### src/rtl/pipe_stage_skid.sv
// Purpose: two-entry write-back pipeline stage (main + skid) with flush and stall counting.
// Latency: 1 cycle from accepting edge to head outputs; full throughput with out_ready held high.
// Backpressure: in_ready decoded from registered occupancy only; drops to 0 when both entries are held.
module pipe_stage_skid #(
    parameter int DATA_W = 32,
    parameter int REG_W  = 5,
    parameter int CTRL_W = 2,
    parameter int CNT_W  = 16
) (
    input  logic              clk,
    input  logic              rst_n,
    input  logic              hit,
    input  logic              in_valid,
    output logic              in_ready,
    input  logic [DATA_W-1:0] alu_result,
    input  logic [DATA_W-1:0] read_data,
    input  logic [REG_W-1:0]  write_register,
    input  logic [CTRL_W-1:0] control,
    input  logic              flush,
    output logic              out_valid,
    input  logic              out_ready,
    output logic [DATA_W-1:0] alu_result_out,
    output logic [DATA_W-1:0] read_data_out,
    output logic [REG_W-1:0]  write_register_out,
    output logic [CTRL_W-1:0] control_out,
    output logic [CNT_W-1:0]  stall_cnt
);

    typedef enum logic [1:0] {
        EMPTY = 2'd0,
        ONE   = 2'd1,
        TWO   = 2'd2
    } state_t;

    state_t state_q;
    state_t state_d;

    logic push;
    logic pop;

    // Load controls produced by the next-state logic
    logic ld_main_in;
    logic ld_main_skid;
    logic ld_skid;
    logic clr_main_ctrl;

    // Skid entry storage
    logic [DATA_W-1:0] skid_alu;
    logic [DATA_W-1:0] skid_rd;
    logic [REG_W-1:0]  skid_wr;
    logic [CTRL_W-1:0] skid_ctrl;

    assign in_ready  = (state_q != TWO);
    assign out_valid = (state_q != EMPTY);
    // A flushed cycle never accepts, so the incoming beat is dropped
    assign push      = in_valid && hit && in_ready && !flush;
    assign pop       = out_valid && out_ready;

    // Occupancy register
    always_ff @(posedge clk or negedge rst_n) begin
        if (!rst_n) begin
            state_q <= EMPTY;
        end else begin
            state_q <= state_d;
        end
    end

    // Next occupancy and entry load selection; flush overrides push and pop
    always_comb begin
        state_d       = state_q;
        ld_main_in    = 1'b0;
        ld_main_skid  = 1'b0;
        ld_skid       = 1'b0;
        clr_main_ctrl = 1'b0;
        if (flush) begin
            state_d       = EMPTY;
            clr_main_ctrl = 1'b1;
        end else begin
            case (state_q)
                EMPTY: begin
                    if (push) begin
                        ld_main_in = 1'b1;
                        state_d    = ONE;
                    end
                end
                ONE: begin
                    if (push && pop) begin
                        ld_main_in = 1'b1;
                    end else if (push) begin
                        ld_skid = 1'b1;
                        state_d = TWO;
                    end else if (pop) begin
                        clr_main_ctrl = 1'b1;
                        state_d       = EMPTY;
                    end
                end
                TWO: begin
                    if (pop) begin
                        ld_main_skid = 1'b1;
                        state_d      = ONE;
                    end
                end
                default: begin
                    clr_main_ctrl = 1'b1;
                    state_d       = EMPTY;
                end
            endcase
        end
    end

    // Main (head) entry drives the outputs directly; control is zeroed whenever the stage empties
    always_ff @(posedge clk or negedge rst_n) begin
        if (!rst_n) begin
            alu_result_out     <= '0;
            read_data_out      <= '0;
            write_register_out <= '0;
            control_out        <= '0;
        end else if (ld_main_in) begin
            alu_result_out     <= alu_result;
            read_data_out      <= read_data;
            write_register_out <= write_register;
            control_out        <= control;
        end else if (ld_main_skid) begin
            alu_result_out     <= skid_alu;
            read_data_out      <= skid_rd;
            write_register_out <= skid_wr;
            control_out        <= skid_ctrl;
        end else if (clr_main_ctrl) begin
            control_out        <= '0;
        end
    end

    // Skid entry captures the beat accepted while the head is still waiting
    always_ff @(posedge clk or negedge rst_n) begin
        if (!rst_n) begin
            skid_alu  <= '0;
            skid_rd   <= '0;
            skid_wr   <= '0;
            skid_ctrl <= '0;
        end else if (ld_skid) begin
            skid_alu  <= alu_result;
            skid_rd   <= read_data;
            skid_wr   <= write_register;
            skid_ctrl <= control;
        end
    end

    // Saturating count of cycles the head is held back by write-back
    always_ff @(posedge clk or negedge rst_n) begin
        if (!rst_n) begin
            stall_cnt <= '0;
        end else if (out_valid && !out_ready && (stall_cnt != {CNT_W{1'b1}})) begin
            stall_cnt <= stall_cnt + CNT_W'(1);
        end
    end

endmodule

### config.mk
export PLATFORM = sky130hd
export DESIGN_NAME = pipe_stage_skid
export DESIGN_NICKNAME = d
export VERILOG_FILES = /design/src/rtl/pipe_stage_skid.sv
export SDC_FILE = /design/constraint.sdc
export NUM_CORES = 1
export LEC_CHECK = 0
export ABC_CLOCK_PERIOD_IN_PS = 3500
export CELL_PAD_IN_SITES_DETAIL_PLACEMENT = 1
export CELL_PAD_IN_SITES_GLOBAL_PLACEMENT = 1
export CORE_UTILIZATION = 42
export DETAILED_ROUTE_END_ITERATION = 7
export PLACE_DENSITY_LB_ADDON = 0.1
export SETUP_SLACK_MARGIN = 0.2
export SLEW_MARGIN = 30
export SYNTH_ARGS = -nofsm -noshare
export SYNTH_HDL_FRONTEND = slang
export SYNTH_SLANG_ARGS = --single-unit
### constraint.sdc
create_clock -name clk -period 3.5 [get_ports clk]
set_input_delay 0.875 -clock clk [delete_from_list [all_inputs] [get_ports clk]]
set_output_delay 0.875 -clock clk [all_outputs]
set_load 0.1 [all_outputs]
==> results.cfg <==
[grt]
antenna_found_initial = 0
grt_max_degree = 72
grt_pass1_wl_um = 27800
grt_pass1_vias = 5350
grt_usage_pct = 22.4
gr-total-overflow = 0

[clock_network]
clk_pin_slew_ns = 0.07
clkSinkCount = 160
post_cts_buffers = 0
clockRootBuffer = clkbuf_16
post_cts_resize_count = 0
cts_buffers = 17
cts_tree = yes
clock_latency_ns = 0.42
ctsLongestPathBuffers = 2
h-tree-depth = 4
hold_buffers = 0

[logic_synthesis]
syn_nets = 627
syn_inst = 549
synth_area_um2 = 6610
synth_ff_type = dfrtp_1
postSynthAreaPerCell_um2 = 12.0
synth_edf_count = 0
ys_types = 46
yosysWarningCount = 0
ys_seq_area_share_pct = 60.6
synth_seq_cells = 160
async_flop_share_pct = 100

[drt]
routedWlPerCell_um = 18.3
totalWireLength_um = 17100
drc_errors = 0
dr_total_vias = 4910
first_pass_iters = 6
vias_per_cell = 5.26
antenna_left = 0
drt_iter0_markers = 210

[job]
maxCapViolCount = 0

[sta]
skew_ns = 0.00853
setup_slack_ns = 0.966
finalCriticalPeriod_ns = 2.53
final_max_slew_viol_count = 0
rsz0062_at_grt = false
fin_tns_setup_ns = 0
fmax_mhz = 395
slew_headroom_pct = 43.8
worst_pin_slew_ns = 0.843
hold_viol = 0
finalSetupViolCount = 0
period_share_pct = 72.4

[setup_path]
required_ns = 3.85
setup.worst_path.class = in -> reg
r2r_start = stall_cnt[0]
worst-r2r-cell-count = 5
crit_start = out_ready
endpoint_kind = flip-flop
crit_path_max_fanout = 71
arrival_ns = 2.89
start_kind = input port

[floorplanning]
fp.dieW_um = 127
fp.coreArea_um2 = 15300
ios = 166
start_util_pct = 43.3
die_height_um = 127
row_count = 45
die_area_um2 = 16200

[final_layout]
diodes = 0
layout_commonest_cell = dfrtp_1
final_cells = 933
drive_above_1_share_pct = 30.2
n_fill_cell = 1605
final_cell_mix = 160 x dfrtp_1, 147 x nand2_1, 94 x buf_4, 75 x clkdlybuf4s50_1, 72 x mux2_2
fin_nets = 787
multi_input_area_um2 = 2440
area_delta_synth_final_pct = 34.2
seqCellArea_um2 = 4000

[run_status]
status = complete, no violations

[power_and_ir_drop]
p_leak_nw = 4.41
powerDensity_nw_per_um2 = 732
peakVddDrop_mv = 0.608

[placed_design]
gp_congestion = 0.760
dp.final_hpwl_um = 11000
portBuffers = 165
place_ws_ns = 0.588
dp_cells = 901

[hold_path]
hold_class = in -> async
## routing by layer
layer / vias up / routed length (um) / track usage [%]
li1: 2248 / - / -
met1: 2518 / 7090 / 26.2
met2: 119 / 8750 / 39.4
met3: 25 / 866 / 6.03
met4: 0 / 361 / 8.33
met5: - / 0 / 0
## final cells by class
class	instances	share of cell area [%]
Clock buffer	19	5.11
Clock inverter	13	1.74
Inverter	1	0.0423
Multi-Input combinational cell	355	27.5
Sequential cell	160	45.2
Tap cell	211	2.98
Timing Repair Buffer	174	17.5
## sequential cells by signal (all words and copies together), names as in the netlist
signal	flops
skid_wr	5
read_data_out	32
state_q	2
skid_rd	32
skid_ctrl	2
control_out	2
skid_alu	32
write_register_out	5
alu_result_out	32
stall_cnt	16
## worst paths after layout
check / end / slack, ns
worst max-delay path: alu_result_out[13] / 0.97
worst min-delay path: read_data_out[1] / 0.38
worst max register to register: stall_cnt[1] / 1.44
worst min register to register: alu_result_out[12] / 0.47
max in group asynchronous: skid_alu[4] / 2.29
min in group clk: alu_result_out[12] / 0.47
## cell usage after synthesis, types with 3 or more instances
cell type | number | area, um2
dfrtp_1 | 160 | 4000
nand2_1 | 147 | 552
mux2_2 | 72 | 811
a22oi_1 | 69 | 518
buf_2 | 18 | 90.1
xor2_1 | 13 | 114
clkbuf_1 | 6 | 22.5
nand3_1 | 5 | 25.0
nor3_1 | 5 | 25.0
nor4_1 | 5 | 31.3
buf_1 | 4 | 15.0
buf_4 | 3 | 22.5
nand4_1 | 3 | 18.8
## cells by family after synthesis
logic type / share of synthesized area [%]
buffers and inverters: 2.67
flip-flops: 60.6
AND/OR/NAND/NOR: 12.9
adder cells (fa/ha/maj): 0.189
XOR/XNOR: 1.86
AO/OA/AOI/OAI: 9.15
multiplexers: 12.7
## per-stage QoR
step / area, um2 / util (%) / hold WS (ns) / power, mW
global placement: 8260 / 54.1 / 0.461 / 4.58
finish: 8860 / 58.1 / 0.376 / 6.49
CTS: 8860 / 58.1 / 0.382 / 6.55
detailed placement: 8260 / 54.1 / 0.465 / 4.64
floorplan: 6610 / - / 0.456 / 4.04
global route: 8860 / 58.1 / 0.388 / 6.74
## worst max-delay path, stage by stage
cell             delay (ns)
clkdlybuf4s50_1        0.63
and4bb_2               0.33
buf_4                  0.69
a22oi_1                0.17
nand2_1                0.17
## power by group
group	switching, mW	leakage (nW)	internal [mW]
registers	0.215	2.07	2.19
clock network	0.783	0.285	1.10
logic	1.67	2.06	0.526
total	2.67	4.41	3.82
Note: power is estimated with default switching activity, not from simulation.
